[config.mk]
export PLATFORM = sky130hd
export DESIGN_NAME = ex_muldiv_flat
export DESIGN_NICKNAME = d
export VERILOG_FILES = /design/src/rtl/ex_muldiv_pkg.sv /design/src/rtl/ex_muldiv_if.sv /design/src/rtl/ex_muldiv_step.sv /design/src/rtl/ex_muldiv.sv /design/src/flat_wrapper.sv
export SDC_FILE = /design/constraint.sdc
export NUM_CORES = 1
export LEC_CHECK = 0
export CAP_MARGIN = 20
export CELL_PAD_IN_SITES_DETAIL_PLACEMENT = 0
export CELL_PAD_IN_SITES_GLOBAL_PLACEMENT = 1
export CORE_MARGIN = 8
export CORE_UTILIZATION = 45
export CTS_CLUSTER_SIZE = 20
export DETAILED_ROUTE_END_ITERATION = 10
export PLACE_DENSITY_LB_ADDON = 0.1
export SLEW_MARGIN = 20
export SYNTH_ARGS = -nofsm -noshare
export SYNTH_HDL_FRONTEND = slang
export SYNTH_SLANG_ARGS = --single-unit
export TNS_END_PERCENT = 20
[constraint.sdc]
create_clock -name clk -period 4.4 [get_ports clk]
set_input_delay 0.88 -clock clk [delete_from_list [all_inputs] [get_ports clk]]
set_output_delay 0.88 -clock clk [all_outputs]
set_load 0.03 [all_outputs]
[src/rtl/ex_muldiv_pkg.sv]
// Shared M-extension decode constants and mul/div FSM encodings.
// Pure definitions: no latency, no flow control.
package ex_muldiv_pkg;

    localparam int MD_XLEN  = 32;
    localparam int MD_ITERS = 32;

    localparam logic [6:0] FUNCT7_MULDIV = 7'b0000001;

    localparam logic [2:0] F3_MUL    = 3'b000;
    localparam logic [2:0] F3_MULH   = 3'b001;
    localparam logic [2:0] F3_MULHSU = 3'b010;
    localparam logic [2:0] F3_MULHU  = 3'b011;
    localparam logic [2:0] F3_DIV    = 3'b100;
    localparam logic [2:0] F3_DIVU   = 3'b101;
    localparam logic [2:0] F3_REM    = 3'b110;
    localparam logic [2:0] F3_REMU   = 3'b111;

    typedef enum logic [1:0] {
        MD_IDLE = 2'd0,
        MD_BUSY = 2'd1,
        MD_DONE = 2'd2
    } md_state_e;

    // Conditional two's-complement negate, used both for magnitudes and the final sign fix.
    function automatic logic [MD_XLEN-1:0] cneg32(input logic [MD_XLEN-1:0] v, input logic en);
        return en ? (~v + {{(MD_XLEN-1){1'b0}}, 1'b1}) : v;
    endfunction

endpackage

[src/rtl/ex_muldiv_if.sv]
// EX-stage <-> mul/div unit signal bundle; master is the EX stage, slave is the unit.
// No storage; stall is the only backpressure and it flows slave -> master.
interface ex_muldiv_if #(parameter int XLEN = 32);
    logic            valid_ex;
    logic [2:0]      funct3_ex;
    logic [XLEN-1:0] op_a;
    logic [XLEN-1:0] op_b;
    logic            flush;
    logic            stall;
    logic [XLEN-1:0] result;
    logic            result_valid;

    modport master (
        output valid_ex, funct3_ex, op_a, op_b, flush,
        input  stall, result, result_valid
    );

    modport slave (
        input  valid_ex, funct3_ex, op_a, op_b, flush,
        output stall, result, result_valid
    );
endinterface

[src/rtl/ex_muldiv_step.sv]
// One radix-2 iteration on {acc, opr}: shift-add multiply or restoring divide.
// Purely combinational, no backpressure.
module ex_muldiv_step (
    input  logic        is_div,
    input  logic [31:0] acc,
    input  logic [31:0] opr,
    input  logic [31:0] mop,
    output logic [31:0] acc_nxt,
    output logic [31:0] opr_nxt
);

    logic [32:0] sum;
    logic [32:0] shifted;
    logic [31:0] diff;
    logic        fits;

    always_comb begin
        sum     = {1'b0, acc};
        shifted = {acc, opr[31]};
        diff    = shifted[31:0] - mop;
        fits    = (shifted >= {1'b0, mop});
        acc_nxt = acc;
        opr_nxt = opr;

        if (is_div) begin
            // Partial remainder stays below the divisor, so a 32-bit difference is exact when it fits.
            if (fits) begin
                acc_nxt = diff;
                opr_nxt = {opr[30:0], 1'b1};
            end else begin
                acc_nxt = shifted[31:0];
                opr_nxt = {opr[30:0], 1'b0};
            end
        end else begin
            if (opr[0]) begin
                sum = {1'b0, acc} + {1'b0, mop};
            end
            acc_nxt = sum[32:1];
            opr_nxt = {sum[0], opr[31:1]};
        end
    end

endmodule

[src/rtl/ex_muldiv.sv]
// RV32M multiply/divide in EX: latches operands, 32 one-bit iterations, sign fix in DONE (33 cycles, 1 for shortcuts).
// Holds stall high while working; result_valid is a single-cycle strobe from DONE.
module ex_muldiv
    import ex_muldiv_pkg::*;
#(
    parameter int XLEN = 32
) (
    input  logic         clk,
    input  logic         rst,
    ex_muldiv_if.slave   bus
);

    localparam logic [5:0] CNT_LAST = 6'(MD_ITERS - 1);

    md_state_e       state_q, state_d;
    logic [5:0]      cnt_q, cnt_d;
    logic [2:0]      f3_q, f3_d;
    logic            neg_a_q, neg_a_d;
    logic            neg_b_q, neg_b_d;
    logic [XLEN-1:0] mop_q, mop_d;
    logic [XLEN-1:0] acc_q, acc_d;
    logic [XLEN-1:0] opr_q, opr_d;

    logic            signed_a, signed_b, sa, sb, is_div_in, div0, ovf;
    logic [XLEN-1:0] mag_a, mag_b;
    logic [XLEN-1:0] step_acc, step_opr;
    logic [2*XLEN-1:0] prod;
    logic [XLEN-1:0] fixed;

    always_comb begin
        signed_a  = (bus.funct3_ex != F3_MULHU) && (bus.funct3_ex != F3_DIVU) &&
                    (bus.funct3_ex != F3_REMU);
        signed_b  = signed_a && (bus.funct3_ex != F3_MULHSU);
        sa        = signed_a && bus.op_a[XLEN-1];
        sb        = signed_b && bus.op_b[XLEN-1];
        mag_a     = cneg32(bus.op_a, sa);
        mag_b     = cneg32(bus.op_b, sb);
        is_div_in = bus.funct3_ex[2];
        div0      = is_div_in && (bus.op_b == '0);
        ovf       = is_div_in && !bus.funct3_ex[0] &&
                    (bus.op_a == {1'b1, {(XLEN-1){1'b0}}}) && (bus.op_b == '1);
    end

    ex_muldiv_step u_step (
        .is_div  (f3_q[2]),
        .acc     (acc_q),
        .opr     (opr_q),
        .mop     (mop_q),
        .acc_nxt (step_acc),
        .opr_nxt (step_opr)
    );

    always_comb begin
        state_d = state_q;
        cnt_d   = cnt_q;
        f3_d    = f3_q;
        neg_a_d = neg_a_q;
        neg_b_d = neg_b_q;
        mop_d   = mop_q;
        acc_d   = acc_q;
        opr_d   = opr_q;

        case (state_q)
            MD_IDLE: begin
                if (bus.valid_ex && !bus.flush) begin
                    f3_d  = bus.funct3_ex;
                    cnt_d = '0;
                    mop_d = mag_b;
                    // Shortcuts preload final quotient/remainder with no sign fix left to apply.
                    if (div0) begin
                        neg_a_d = 1'b0;
                        neg_b_d = 1'b0;
                        acc_d   = bus.op_a;
                        opr_d   = '1;
                        state_d = MD_DONE;
                    end else if (ovf) begin
                        neg_a_d = 1'b0;
                        neg_b_d = 1'b0;
                        acc_d   = '0;
                        opr_d   = {1'b1, {(XLEN-1){1'b0}}};
                        state_d = MD_DONE;
                    end else begin
                        neg_a_d = sa;
                        neg_b_d = sb;
                        acc_d   = '0;
                        opr_d   = mag_a;
                        state_d = MD_BUSY;
                    end
                end
            end
            MD_BUSY: begin
                if (bus.flush) begin
                    cnt_d   = '0;
                    state_d = MD_IDLE;
                end else begin
                    acc_d = step_acc;
                    opr_d = step_opr;
                    cnt_d = cnt_q + 6'd1;
                    if (cnt_q == CNT_LAST) begin
                        cnt_d   = '0;
                        state_d = MD_DONE;
                    end
                end
            end
            MD_DONE: state_d = MD_IDLE;
            default: state_d = MD_IDLE;
        endcase
    end

    always_ff @(posedge clk or negedge rst) begin
        if (!rst) begin
            state_q <= MD_IDLE;
            cnt_q   <= '0;
            f3_q    <= '0;
            neg_a_q <= 1'b0;
            neg_b_q <= 1'b0;
            mop_q   <= '0;
            acc_q   <= '0;
            opr_q   <= '0;
        end else begin
            state_q <= state_d;
            cnt_q   <= cnt_d;
            f3_q    <= f3_d;
            neg_a_q <= neg_a_d;
            neg_b_q <= neg_b_d;
            mop_q   <= mop_d;
            acc_q   <= acc_d;
            opr_q   <= opr_d;
        end
    end

    always_comb begin
        prod = {acc_q, opr_q};
        if (neg_a_q ^ neg_b_q) begin
            prod = ~prod + {{(2*XLEN-1){1'b0}}, 1'b1};
        end
        fixed = '0;
        case (f3_q)
            F3_MUL:                       fixed = prod[XLEN-1:0];
            F3_MULH, F3_MULHSU, F3_MULHU: fixed = prod[2*XLEN-1:XLEN];
            F3_DIV, F3_DIVU:              fixed = cneg32(opr_q, neg_a_q ^ neg_b_q);
            default:                      fixed = cneg32(acc_q, neg_a_q);
        endcase
    end

    // Stall is combinational so the hazard unit sees it in the start cycle; reset forces it low.
    assign bus.stall        = rst && !bus.flush &&
                              (((state_q == MD_IDLE) && bus.valid_ex) || (state_q == MD_BUSY));
    assign bus.result_valid = (state_q == MD_DONE);
    assign bus.result       = (state_q == MD_DONE) ? fixed : '0;

endmodule
[src/flat_wrapper.sv]
// flat-port wrapper written by rule: the top's interface ports become plain ports
module ex_muldiv_flat import ex_muldiv_pkg::*;
#(
    parameter int XLEN = 32
)
  (clk, rst, bus_valid_ex, bus_funct3_ex, bus_op_a, bus_op_b, bus_flush, bus_stall, bus_result, bus_result_valid);
  ex_muldiv_if #(.XLEN(XLEN)) bus_i ();
  input  logic clk;
  input  logic rst;
  input wire logic [$bits(bus_i.valid_ex)-1:0] bus_valid_ex;
  input wire logic [$bits(bus_i.funct3_ex)-1:0] bus_funct3_ex;
  input wire logic [$bits(bus_i.op_a)-1:0] bus_op_a;
  input wire logic [$bits(bus_i.op_b)-1:0] bus_op_b;
  input wire logic [$bits(bus_i.flush)-1:0] bus_flush;
  output wire logic [$bits(bus_i.stall)-1:0] bus_stall;
  output wire logic [$bits(bus_i.result)-1:0] bus_result;
  output wire logic [$bits(bus_i.result_valid)-1:0] bus_result_valid;
  assign bus_i.valid_ex = bus_valid_ex;
  assign bus_i.funct3_ex = bus_funct3_ex;
  assign bus_i.op_a = bus_op_a;
  assign bus_i.op_b = bus_op_b;
  assign bus_i.flush = bus_flush;
  assign bus_stall = bus_i.stall;
  assign bus_result = bus_i.result;
  assign bus_result_valid = bus_i.result_valid;
  ex_muldiv #(.XLEN(XLEN)) u_core (.clk(clk), .rst(rst), .bus(bus_i));
endmodule
==> flow_summary_export.csv, run 1 <==
group,metric,value,unit
clock_network,cts_tree,"done",
logic_synthesis,synth_top_family_by_area,"compound AO/OA/AOI/OAI gates",
worst_setup_path,slowest_stage,"or4_4",
die,die_x,190,µm
logic_synthesis,synth_mux_area_frac,0.0406,
logic_synthesis,netlist_instances,1895,
global_routing,grt_pass1_wl,86700,µm
worst_setup_path,crit_family,"simple AND/OR/NAND/NOR gates",
layout,fin_area,0.0158,mm²
die,rows,63,
die,initial_core_util,0.458,
global_routing,overflow,0,
timing,layout_min_cycle_time,4.35,ns
timing,setup_viol,0,
drt,avgViaCountPerCell,6.27,
logic_synthesis,synth_compound_area_frac,0.293,
pwr,p_per_area,904,mW/mm²
die,fp.dieArea,0.0360,mm²
clock_network,clk_pin_slew,0.08,ns
place,place.gp.congestion,1.00,
die,die_height,190,µm
pwr,p_leak,6.65,nW
timing,rsz0062_at_grt,"true",
pwr,ir_drop,0.359,mV
place,place_hpwl,45000,µm
status,status,"finished, final reports clean",
timing,drv_slew,0,
timing,timing.final.crit_share,0.989,
place,dpl-instance-area,0.0154,mm²
worst_setup_path,worstSetupStartpointType,"flip-flop",
clock_network,htreeDepth,3,
worst_setup_path,critPathBufInv,1,
drt,routed-wl-met3,3820,µm
timing,slew_headroom,0.355,
timing,max_freq,230,MHz
worst_setup_path,slowest_delay,0.56,ns
logic_synthesis,ys_seq_area_frac,0.201,
die,io_pins,105,
job,cap_violations,0,
hold_path,min_path_type,"in -> async",
logic_synthesis,synth_xor_area_frac,0.121,
logic_synthesis,synthAdderAreaFrac,0.0675,
drt,topRoutingLayerUsed,"met4",
clock_network,cts_hold_buf,0,
worst_setup_path,r2r-end,"u_core.acc_q[21]$_DFFE_PN0P_",
worst_setup_path,setup.worst_path.class,"reg -> out",
place,io_buffers,104,
worst_setup_path,timing.rr.start,"u_core.acc_q[0]$_DFFE_PN0P_",
logic_synthesis,yosysWarnings,0,
clock_network,clock_path_buffers,2,
clock_network,clockRootBuffer,"clkbuf_16",
drt,wl_per_cell,23.7,µm
global_routing,grt_max_degree,62,
drt,dr.pass1.iters,8,
layout,drive_gt1_frac,0.105,
global_routing,antenna_found_initial,0,
global_routing,grt_usage,0.309,
logic_synthesis,ys_async_sr_fraction,1.00,
logic_synthesis,synth_nets,2038,
worst_setup_path,worstPathArrival,3.47,ns
drt,wl,56100,µm
logic_synthesis,syn_area,0.0136,mm²
clock_network,clock_latency,0.39,ns
clock_network,cts-buffers-inserted,9,
worst_setup_path,cp.required,3.52,ns
worst_setup_path,path_cells,"or4_4, or3_4, nor4b_4, and2_4, nand2_4, o31ai_2, xnor2_1, a222oi_1, nor2_1, buf_4",
worst_setup_path,crit_fanout,13,
worst_setup_path,reg2reg_depth,11,
worst_setup_path,crit_path_end_kind,"output port",
drt,antenna_left,0,
logic_synthesis,synth_edf_count,0,
logic_synthesis,synth_seq_cells,109,
timing,tightestPinTransition,0.963,ns
timing,fin_worst_skew,0.0224,ns
logic_synthesis,synth_cell_type_count,80,
logic_synthesis,synth-simple-area-share,0.215,
drt,first_iter_violations,1438,
die,core_area,0.0296,mm²
timing,holdWs,0.335,ns
clock_network,cts.sinks,109,
timing,finalHoldViolCount,0,
drt,wirelength_met1,23800,µm
layout,area_delta_synth_final,16.6,%
layout,antenna_cells,0,
drt,drc,0,
global_routing,grt_pass1_vias,14211,
logic_synthesis,syn_avg_cell_area,7.16,µm²
layout,nets,2110,
drt,vias,14798,
logic_synthesis,synth-main-ff-cell,"dfrtp_1",
drt,met2_wirelength,25600,µm
worst_setup_path,r2r_slack,0.41,ns
## cell families after synthesis
logic type / after synthesis
xor+xnor: 187
fa+ha+maj: 72
flops: 109
mux: 54
buf+inv: 211
simple gates: 608
compound gates: 654
## how the worst max path moves through the flow
stage               cells after the start                      endpoint                    startpoint
global route                           10                bus_result[19]  u_core.opr_q[14]$_DFFE_PN0P_
finish                                 10                bus_result[19]  u_core.opr_q[14]$_DFFE_PN0P_
global placement                       10  u_core.opr_q[18]$_DFFE_PN0P_                   bus_op_a[3]
CTS                                     9                bus_result[31]  u_core.opr_q[14]$_DFFE_PN0P_
detailed placement                     10  u_core.opr_q[18]$_DFFE_PN0P_                   bus_op_a[3]
floorplan                              10                bus_result[21]  u_core.opr_q[12]$_DFFE_PN0P_
## repair_timing
item                                    4_1_cts  5_1_grt
pin swaps                                     1        1
gates resized for setup                       2       19
cloned                                        0        0
endpoints found under the setup margin        3       17
buffers inserted                              0        2
## synth_stat cells (23+ instances only)
cell type	n	area, µm²
a21oi_1	241	1210
o31ai_1	32	240
dfrtp_1	109	2730
ha_1	70	876
nand3_1	39	195
o21ai_0	174	871
nand4_1	27	169
xnor2_1	120	1050
a21o_1	25	188
nor2_1	143	537
nand2_1	207	777
nor3_1	47	235
xor2_1	67	587
mux2i_1	46	460
and3_1	23	144
inv_1	67	251
clkbuf_1	113	424
## registers in the layout (all words and copies together) (netlist names)
signal and cells:
u_core.acc_q 32, u_core.mop_q 32, u_core.opr_q 32, u_core.cnt_q 6, u_core.f3_q 3, u_core.state_q 2
u_core.neg_a_q 1, u_core.neg_b_q 1
## layer usage
layer	track usage	vias up
met3	0.0516	116
met5	0	-
met1	0.396	7072
met2	0.498	603
li1	-	7007
met4	0.151	0
## per-stage QoR
step | cells | total power, mW | util | setup TNS (ns) | setup slack, ns
after floorplan | 1895 | 9.51 | - | 0 | 0.295
after global placement | 2344 | 13.2 | 0.521 | -0.201 | -0.0540
final | 2362 | 14.3 | 0.533 | 0 | 0.0492
after CTS | 2360 | 14.1 | 0.530 | 0 | 0.0131
after detailed placement | 2344 | 13.2 | 0.521 | -1.65 | -0.125
after global routing | 2362 | 15.4 | 0.533 | -0.122 | -0.0556
## report_power, final
group / switching, mW / internal, mW
Sequential: 0.786 / 1.46
Clock: 0.435 / 0.403
Combinational: 6.88 / 4.34
Total: 8.10 / 6.20
## cell type report
class | count | area, µm²
clock buffer | 10 | 239
clock inverter | 6 | 45.0
fill | 3040 | 13800
inverter | 67 | 251
multi-input combinational | 1575 | 10100
sequential | 109 | 2730
tap | 390 | 488
timing repair buffer | 205 | 1950
## cells in the final DEF, fill, tap and decap left out, types with 29 or more instances in the layout
cell type / Yosys / final
xnor2_1: 120 / 119
o31ai_1: 32 / 29
mux2i_1: 46 / 46
nor2_1: 143 / 137
a21oi_1: 241 / 241
ha_1: 70 / 70
inv_1: 67 / 67
buf_4: 2 / 114
o21ai_0: 174 / 171
nand3_1: 39 / 39
nor3_1: 47 / 46
dfrtp_1: 109 / 106
clkdlybuf4s50_1: 0 / 70
nand2_1: 207 / 206
xor2_1: 67 / 66
Note: power is estimated with default switching activity, not from simulation.
==> run 2, diff against run 1 <==
- CORE_UTILIZATION: 45 -> 40
==> flow_summary_export.csv, run 2 (synthesis results as in run 1) <==
group,metric,value,unit
status,status,"finished, final reports clean",
pwr,p_per_area,899,mW/mm²
die,initial_core_util,0.405,
worst_setup_path,worstPathArrival,3.49,ns
worst_setup_path,critPathBufInv,2,
worst_setup_path,crit_path_end_kind,"output port",
global_routing,grt_pass1_wl,87700,µm
pwr,p_leak,6.66,nW
timing,tightestPinTransition,1.08,ns
timing,holdWs,0.500,ns
layout,nets,2108,
clock_network,cts_hold_buf,0,
timing,drv_slew,0,
layout,reg_top3,"u_core.acc_q x32, u_core.mop_q x32, u_core.opr_q x32",
clock_network,clk_pin_slew,0.09,ns
global_routing,overflow,0,
clock_network,cts_tree,"done",
place,place.gp.congestion,0.957,
timing,setup-tns-final,0,ns
drt,wl_per_cell,23.9,µm
job,cap_violations,0,
timing,rsz0062_at_grt,"true",
clock_network,clockRootBuffer,"clkbuf_16",
worst_setup_path,slowest_delay,0.55,ns
timing,setup_viol,0,
worst_setup_path,cp.required,3.52,ns
die,die_height,200,µm
timing,fin_worst_skew,0.0198,ns
timing,layout_min_cycle_time,4.37,ns
global_routing,antenna_found_initial,1,
drt,dr.pass1.iters,5,
place,place_ws,-0.0841,ns
clock_network,htreeDepth,3,
timing,max_freq,229,MHz
drt,drc,0,
global_routing,grt_pass1_vias,14234,
layout,drive_gt1_frac,0.101,
timing,timing.final.crit_share,0.994,
place,io_buffers,104,
layout,final_cell_mix,"a21oi_1 (240), nand2_1 (206), o21ai_0 (173)",
worst_setup_path,setup.worst_path.class,"reg -> out",
clock_network,cts.sinks,109,
drt,vias,14745,
hold_path,min_path_type,"in -> async",
global_routing,grt_max_degree,69,
worst_setup_path,slowest_stage,"or4_4",
clock_network,clock_path_buffers,2,
worst_setup_path,crit_fanout,13,
worst_setup_path,path_cells,"or4_4, or3_4, nor4b_4, and2_4, nand2_4, o311ai_4, o41ai_1, a221oi_1, buf_4, buf_12",
drt,wl,57800,µm
die,io_pins,105,
global_routing,grt_usage,0.278,
drt,antenna_left,0,
place,place_hpwl,46200,µm
layout,area_delta_synth_final,17.1,%
layout,final_common_cell,"a21oi_1",
die,core_area,0.0334,mm²
clock_network,cts-buffers-inserted,9,
drt,avgViaCountPerCell,6.10,
pwr,ir_drop,0.258,mV
timing,slew_headroom,0.273,
timing,finalHoldViolCount,0,
clock_network,clock_latency,0.39,ns
worst_setup_path,crit_family,"simple AND/OR/NAND/NOR gates",
die,fp.dieArea,0.0401,mm²
die,rows,67,
worst_setup_path,worstSetupStartpointType,"flip-flop",
drt,first_iter_violations,1311,
timing,fin_ws,0.0283,ns
die,die_x,200,µm
==> run 2: cell count changes in the layout (fill, tap and decap cells not counted), sizes merged <==
cell,before,now
buf,133,132
diode,0,1
clkinvlp,3,1
dlymetal6s2s,0,1
clkbuf,10,9
bufinv,0,1
dlygate4sd2,2,0
==> run 2: through the flow <==
step | power [mW] | cells | utilization | area [µm²]
floorplan | 9.51 | 1895 | - | 13600
detailed placement | 13.2 | 2400 | 0.464 | 15500
global route | 15.4 | 2416 | 0.475 | 15900
finish | 14.3 | 2417 | 0.475 | 15900
global placement | 13.1 | 2400 | 0.464 | 15500
CTS | 14.1 | 2415 | 0.473 | 15800
==> run 2: worst paths after layout <==
kind	startpoint	end	slack (ns)	cells past startpoint
max reg2reg	u_core.acc_q[22]$_DFFE_PN0P_	u_core.acc_q[6]$_DFFE_PN0P_	0.62	10
max	u_core.opr_q[14]$_DFFE_PN0P_	bus_result[31]	0.03	10
min	rst	u_core.acc_q[0]$_DFFE_PN0P_	0.50	1
min reg2reg	u_core.cnt_q[3]$_DFFE_PN0P_	u_core.cnt_q[3]$_DFFE_PN0P_	0.51	1
max in group asynchronous	rst	u_core.f3_q[2]$_DFFE_PN0P_	2.38	2
min in group clk	u_core.cnt_q[3]$_DFFE_PN0P_	u_core.cnt_q[3]$_DFFE_PN0P_	0.51	1
==> run 2: layer usage <==
layer | track usage | vias to the layer above | part of all wire
li1 | - | 7002 | -
met1 | 0.355 | 7039 | 0.42
met2 | 0.458 | 590 | 0.47
met3 | 0.0403 | 114 | 0.062
met4 | 0.131 | 0 | 0.048
met5 | 0 | - | 0
==> run 2: layout make-up <==
type / instances / area (µm²)
fillers: 3452 / 17600
flip-flops and latches: 109 / 2730
repair buffers: 203 / 1950
clock buffers: 9 / 225
multi-input cells: 1575 / 10100
well taps: 448 / 561
clock inverters: 5 / 60.1
inverters: 67 / 251
diodes: 1 / 2.50
==> run 2: where the power goes <==
group / total (mW) / internal, mW / switching (mW)
clock network: 0.859 / 0.439 / 0.420
logic: 11.2 / 4.30 / 6.89
registers: 2.21 / 1.46 / 0.756
==> run 2: timing repair <==
action                     in CTS  in global routing
gates resized for setup         1                  9
pin swaps                       1                  2
setup buffers                   1                  1
setup endpoints to repair       3                 11
==> run 3, diff against run 2 <==
- CTS_CLUSTER_SIZE: 20 -> unset
==> results of run 3 <==
Same layout as run 2: the final DEF is identical, and so are final timing and power.
==> RTL edit 1, RTL diff (config.mk and constraints of run 2) <==
One comparison of `cnt_q` changes from == to >=.
--- a/src/rtl/ex_muldiv.sv
+++ b/src/rtl/ex_muldiv.sv
@@ -97,5 +97,5 @@
                     opr_d = step_opr;
                     cnt_d = cnt_q + 6'd1;
-                    if (cnt_q == CNT_LAST) begin
+                    if (cnt_q >= CNT_LAST) begin
                         cnt_d   = '0;
                         state_d = MD_DONE;
Behaviour: no difference found for any inputs over 10 cycles, from zero or initial values and one cycle with rst low; that may be too few to reach the edited logic, so the function may still have changed.
==> RTL edit 1 against run 2 <==
The flow now finishes with violations (negative setup slack); synthesized area decreased by 2.7%; utilization is 1.3 points higher; setup slack got worse by 0.42 ns; critical path depth grew 2; wire length fell by 5.8%; sequential cell count stayed put; power increased by 2.1%; final area decreased by 0.14%; critical endpoint is now bus_result[18]; largest cell class unchanged; largest power group unchanged; highest routed layer unchanged.
==> RTL edit 1: results (changes against run 2) <==
================================================================================
Run status                                                          finished with violations
Failing checks                                                      negative setup slack
Metal3 WL                                                                3350 um   -6.9%
Start of the worst register-to-register path                        u_core.acc_q[0]
Overall fraction of global-route tracks in use                             27.7%   -0.11 points
Capture point of the worst reg-to-reg path                          u_core.acc_q[29]
Final-layout worst hold slack                                           0.359 ns   -0.141 ns
Distinct cell type count of the synthesized netlist                           74   -7.5%
Fill cell count                                                            3,409   -1.2%
Amount of wire on met2 after detailed routing                          25,300 um   -6.2%
Initial drt markers                                                        1,208   -7.9%
Post-synth net total                                                       1,949   -4.4%
PnR worst setup slack                                                  -0.392 ns   -0.420 ns
Final setup violation count                                                    9   +9
Layout Nets                                                                2,052   -2.7%
Met3 track demand over resource in global routing                          3.82%   -0.22 points
IR drop worst, VDD                                                      0.329 mV   +27%
Vias/cell                                                                   6.06   -0.65%
Maximum single-stage delay on the critical path                          0.52 ns   -0.03 ns
Length of routed wiring on met1                                        23,800 um   -2.7%
Dpl ws                                                                 -0.412 ns   -0.328 ns
Worst-margin pin slew                                                   0.960 ns   -0.115 ns
ANT cells                                                                      0   -1
Met2 usage                                                                 45.7%   -0.085 points
Setup crit end                                                      bus_result[18]
Detailed-placement wirelength estimate                                 43,200 um   -6.7%
Pin count of the biggest net entering global routing                          75   +8.7%
Compound-cell area share of the yosys netlist                              29.8%   +0.52 points
First-pass GRT wire length                                             83,900 um   -4.3%
Cell types with the highest counts after synthesis                  sky130_fd_sc_hd__a21oi_1 (210), sky130_fd_sc_hd__nand2_1 (201), sky130_fd_sc_hd__o21ai_0 (154), sky130_fd_sc_hd__nor2_1 (139), sky130_fd_sc_hd__xnor2_1 (128)
Number of antenna violations at the first check in global routing              0   -1
Cell count after synthesis                                                 1,806   -4.7%
Register-to-register setup slack                                         0.69 ns   +0.07 ns
Critical path data arrival time                                          3.91 ns   +0.42 ns
Multiplexer share of the synthesized area                                  3.81%   -0.25 points
Post-synthesis xor/xnor area fraction                                      13.1%   +1.0 points
Final weighted congestion in routability-driven placement                  0.938   -2.0%
Clock skew after layout                                               0.00902 ns   -0.0108 ns
Vias in the first global route                                            13,900   -2.2%
Sequential element share of the synthesized area                           20.7%   +0.56 points
================================================================================
-- RTL edit 1: cell count changes after synthesis, sizes merged, moves of 8 or more --
cell | before | now
a21oi | 241 | 210
o21ai | 179 | 155
nand3 | 39 | 23
xnor2 | 120 | 128
inv | 67 | 59
a221o | 3 | 13
-- RTL edit 1: where the power goes --
group | internal, mW | total [mW] | switching (mW) | leakage (nW)
logic | 4.53 | 11.5 | 6.99 | 5.07
registers | 1.46 | 2.02 | 0.559 | 1.35
clock network | 0.567 | 1.03 | 0.459 | 0.169
total | 6.56 | 14.6 | 8.01 | 6.59
-- RTL edit 1: layout make-up --
cell class / count / area [sq um] / area share, %
clock buffers: 9 / 225 / 1.42
clock inverters: 7 / 131 / 0.829
inverters: 59 / 224 / 1.41
multi-input cells: 1505 / 9910 / 62.5
flip-flops and latches: 109 / 2740 / 17.3
well taps: 442 / 553 / 3.49
repair buffers: 225 / 2070 / 13.1
-- RTL edit 1: worst register-to-register path, stage by stage (launching register included) --
cell and delay (ns):
sky130_fd_sc_hd__dfrtp_2 0.44, sky130_fd_sc_hd__buf_4 0.18, sky130_fd_sc_hd__ha_1 0.27, sky130_fd_sc_hd__fa_1 0.45, sky130_fd_sc_hd__a211oi_1 0.38, sky130_fd_sc_hd__o21ai_0 0.17
sky130_fd_sc_hd__or3b_2 0.31, sky130_fd_sc_hd__a311oi_1 0.19, sky130_fd_sc_hd__o31ai_1 0.44, sky130_fd_sc_hd__nand2b_1 0.09, sky130_fd_sc_hd__a211oi_1 0.29, sky130_fd_sc_hd__nor3_1 0.08
sky130_fd_sc_hd__o32a_1 0.31
-- RTL edit 1: timing repair --
action	4_1_cts	5_1_grt
setup buffers	0	8
hold buffers	0	0
pin swaps	8	14
cloned	0	0
endpoints found under the setup margin	13	21
gates resized for setup	29	16
==> RTL edit 2, RTL diff (flow settings as in run 2) <==
Without the edit above. The 3 states of `md_state_e` get a one-hot encoding in 3 bits.
--- a/src/rtl/ex_muldiv_pkg.sv
+++ b/src/rtl/ex_muldiv_pkg.sv
@@ -17,8 +17,8 @@
     localparam logic [2:0] F3_REMU   = 3'b111;
 
-    typedef enum logic [1:0] {
-        MD_IDLE = 2'd0,
-        MD_BUSY = 2'd1,
-        MD_DONE = 2'd2
+    typedef enum logic [2:0] {
+        MD_IDLE = 3'b001,
+        MD_BUSY = 3'b010,
+        MD_DONE = 3'b100
     } md_state_e;
 
Check against the original RTL: no difference found for any inputs over 4 cycles, from zero or initial values and one cycle with rst low; so few cycles prove little.
==> RTL edit 2 against run 2 <==
Final area decreased by 2.0%; critical path depth is 1 higher; maximum frequency decreased by 0.53%; sequential cell count is 1 higher; setup slack got worse by 0.023 ns; worst hold slack better by 0.017 ns; synthesized area is 3.3% lower; wire length shrank 10%; count of clock-buffer cells in the layout up 1.
Power is not compared: it rests on default switching activity, and its combinational part moved more than twofold at a synthesized area within 25%.
==> RTL edit 2: results (changes against run 2) <==
==================================================================================
Run status                                                               completed
First-pass GRT wire length                                               79,100 um   -9.8%
CP max FO                                                                        4   -9
Setup crit end                                                        bus_result[30]
Instance area after placement                                         15,100 sq um   -2.5%
Cell count after synthesis                                                   1,782   -6.0%
Layout Nets                                                                  2,019   -4.2%
PostCTS Resize Cnt                                                               6   +5
Register-to-register setup slack                                           0.55 ns   -0.07 ns
Largest cells by area after synthesis                                 sky130_fd_sc_hd__dfrtp_1 (21%), sky130_fd_sc_hd__xnor2_1 (8.0%), sky130_fd_sc_hd__o21ai_0 (7.2%)
Worst Setup SP                                                        u_core.acc_q[9]
Final weighted congestion in routability-driven placement                    0.972   +1.5%
Final standard cell count with taps included and fillers excluded            2,323   -3.9%
Worst-margin pin slew                                                     0.771 ns   -0.305 ns
Overall fraction of global-route tracks in use                               26.2%   -1.7 points
Post-synthesis xor/xnor area fraction                                        13.0%   +0.95 points
Critical path data arrival time                                            3.51 ns   +0.02 ns
Multiplexer share of the synthesized area                                    4.27%   +0.21 points
Dpl ws                                                                    0.233 ns   +0.317 ns
Initial drt markers                                                          1,036   -21%
Compound-cell area share of the yosys netlist                                29.3%   about the same
Post-synth net total                                                         1,925   -5.5%
Count of cells along the worst register-to-register path                        13   +3
Capture point of the worst reg-to-reg path                            u_core.acc_q[22]
Distinct cell type count of the synthesized netlist                             73   -8.8%
Cell types with the highest counts after synthesis                    sky130_fd_sc_hd__nand2_1 (206), sky130_fd_sc_hd__o21ai_0 (189), sky130_fd_sc_hd__a21oi_1 (162), sky130_fd_sc_hd__nor2_1 (132), sky130_fd_sc_hd__xnor2_1 (120)
Pin count of the biggest net entering global routing                            57   -17%
Sequential element share of the synthesized area                             21.0%   +0.89 points
PnR worst setup slack                                                   0.00513 ns   -0.0232 ns
Share of final-layout standard cells stronger than drive strength 1          11.3%   +1.3 points
Clock skew after layout                                                  0.0190 ns   -0.000872 ns
Detailed-placement wirelength estimate                                   41,600 um   -10%
Vias/cell                                                                     5.98   -2.0%
Worst hold path class                                                      reg2reg
==================================================================================
## RTL edit 2: layer usage
metal	vias up	track usage [%]	routed length, um
li1	6709	-	-
met1	6594	34.3	22900
met2	489	42.9	23800
met3	100	3.17	3080
met4	0	11.3	2190
met5	-	0	0
## RTL edit 2: how the worst min path moves through the flow
stage / startpoint / slack [ns] / cells after the start / end
final: u_core.cnt_q[2] / 0.52 / 1 / u_core.cnt_q[2]
after global routing: u_core.cnt_q[5] / 0.55 / 2 / u_core.cnt_q[5]
after CTS: u_core.cnt_q[3] / 0.52 / 1 / u_core.cnt_q[3]
after detailed placement: u_core.cnt_q[3] / 0.51 / 1 / u_core.cnt_q[3]
after global placement: u_core.cnt_q[3] / 0.50 / 1 / u_core.cnt_q[3]
after floorplan: u_core.cnt_q[2] / 0.46 / 1 / u_core.cnt_q[2]
## RTL edit 2: layout make-up
cell class | count | area [sq um]
Clock buffer | 10 | 229
Clock inverter | 6 | 72.6
Fill cell | 3350 | 16800
Inverter | 65 | 244
Multi-Input combinational cell | 1481 | 9730
Sequential cell | 110 | 2760
Tap cell | 442 | 553
Timing Repair Buffer | 209 | 1960
## RTL edit 2: worst max-delay path, stage by stage, from the launching register on
cell and delay [ns]:
sky130_fd_sc_hd__dfrtp_1 0.38, sky130_fd_sc_hd__or4_4 0.54, sky130_fd_sc_hd__or4b_4 0.58, sky130_fd_sc_hd__or4_4 0.45, sky130_fd_sc_hd__or2_4 0.26, sky130_fd_sc_hd__nor3_4 0.13, sky130_fd_sc_hd__nand2_2 0.09, sky130_fd_sc_hd__nand2_2 0.08
sky130_fd_sc_hd__xnor2_1 0.06, sky130_fd_sc_hd__a222oi_1 0.33, sky130_fd_sc_hd__nor2_1 0.07, sky130_fd_sc_hd__buf_4 0.17
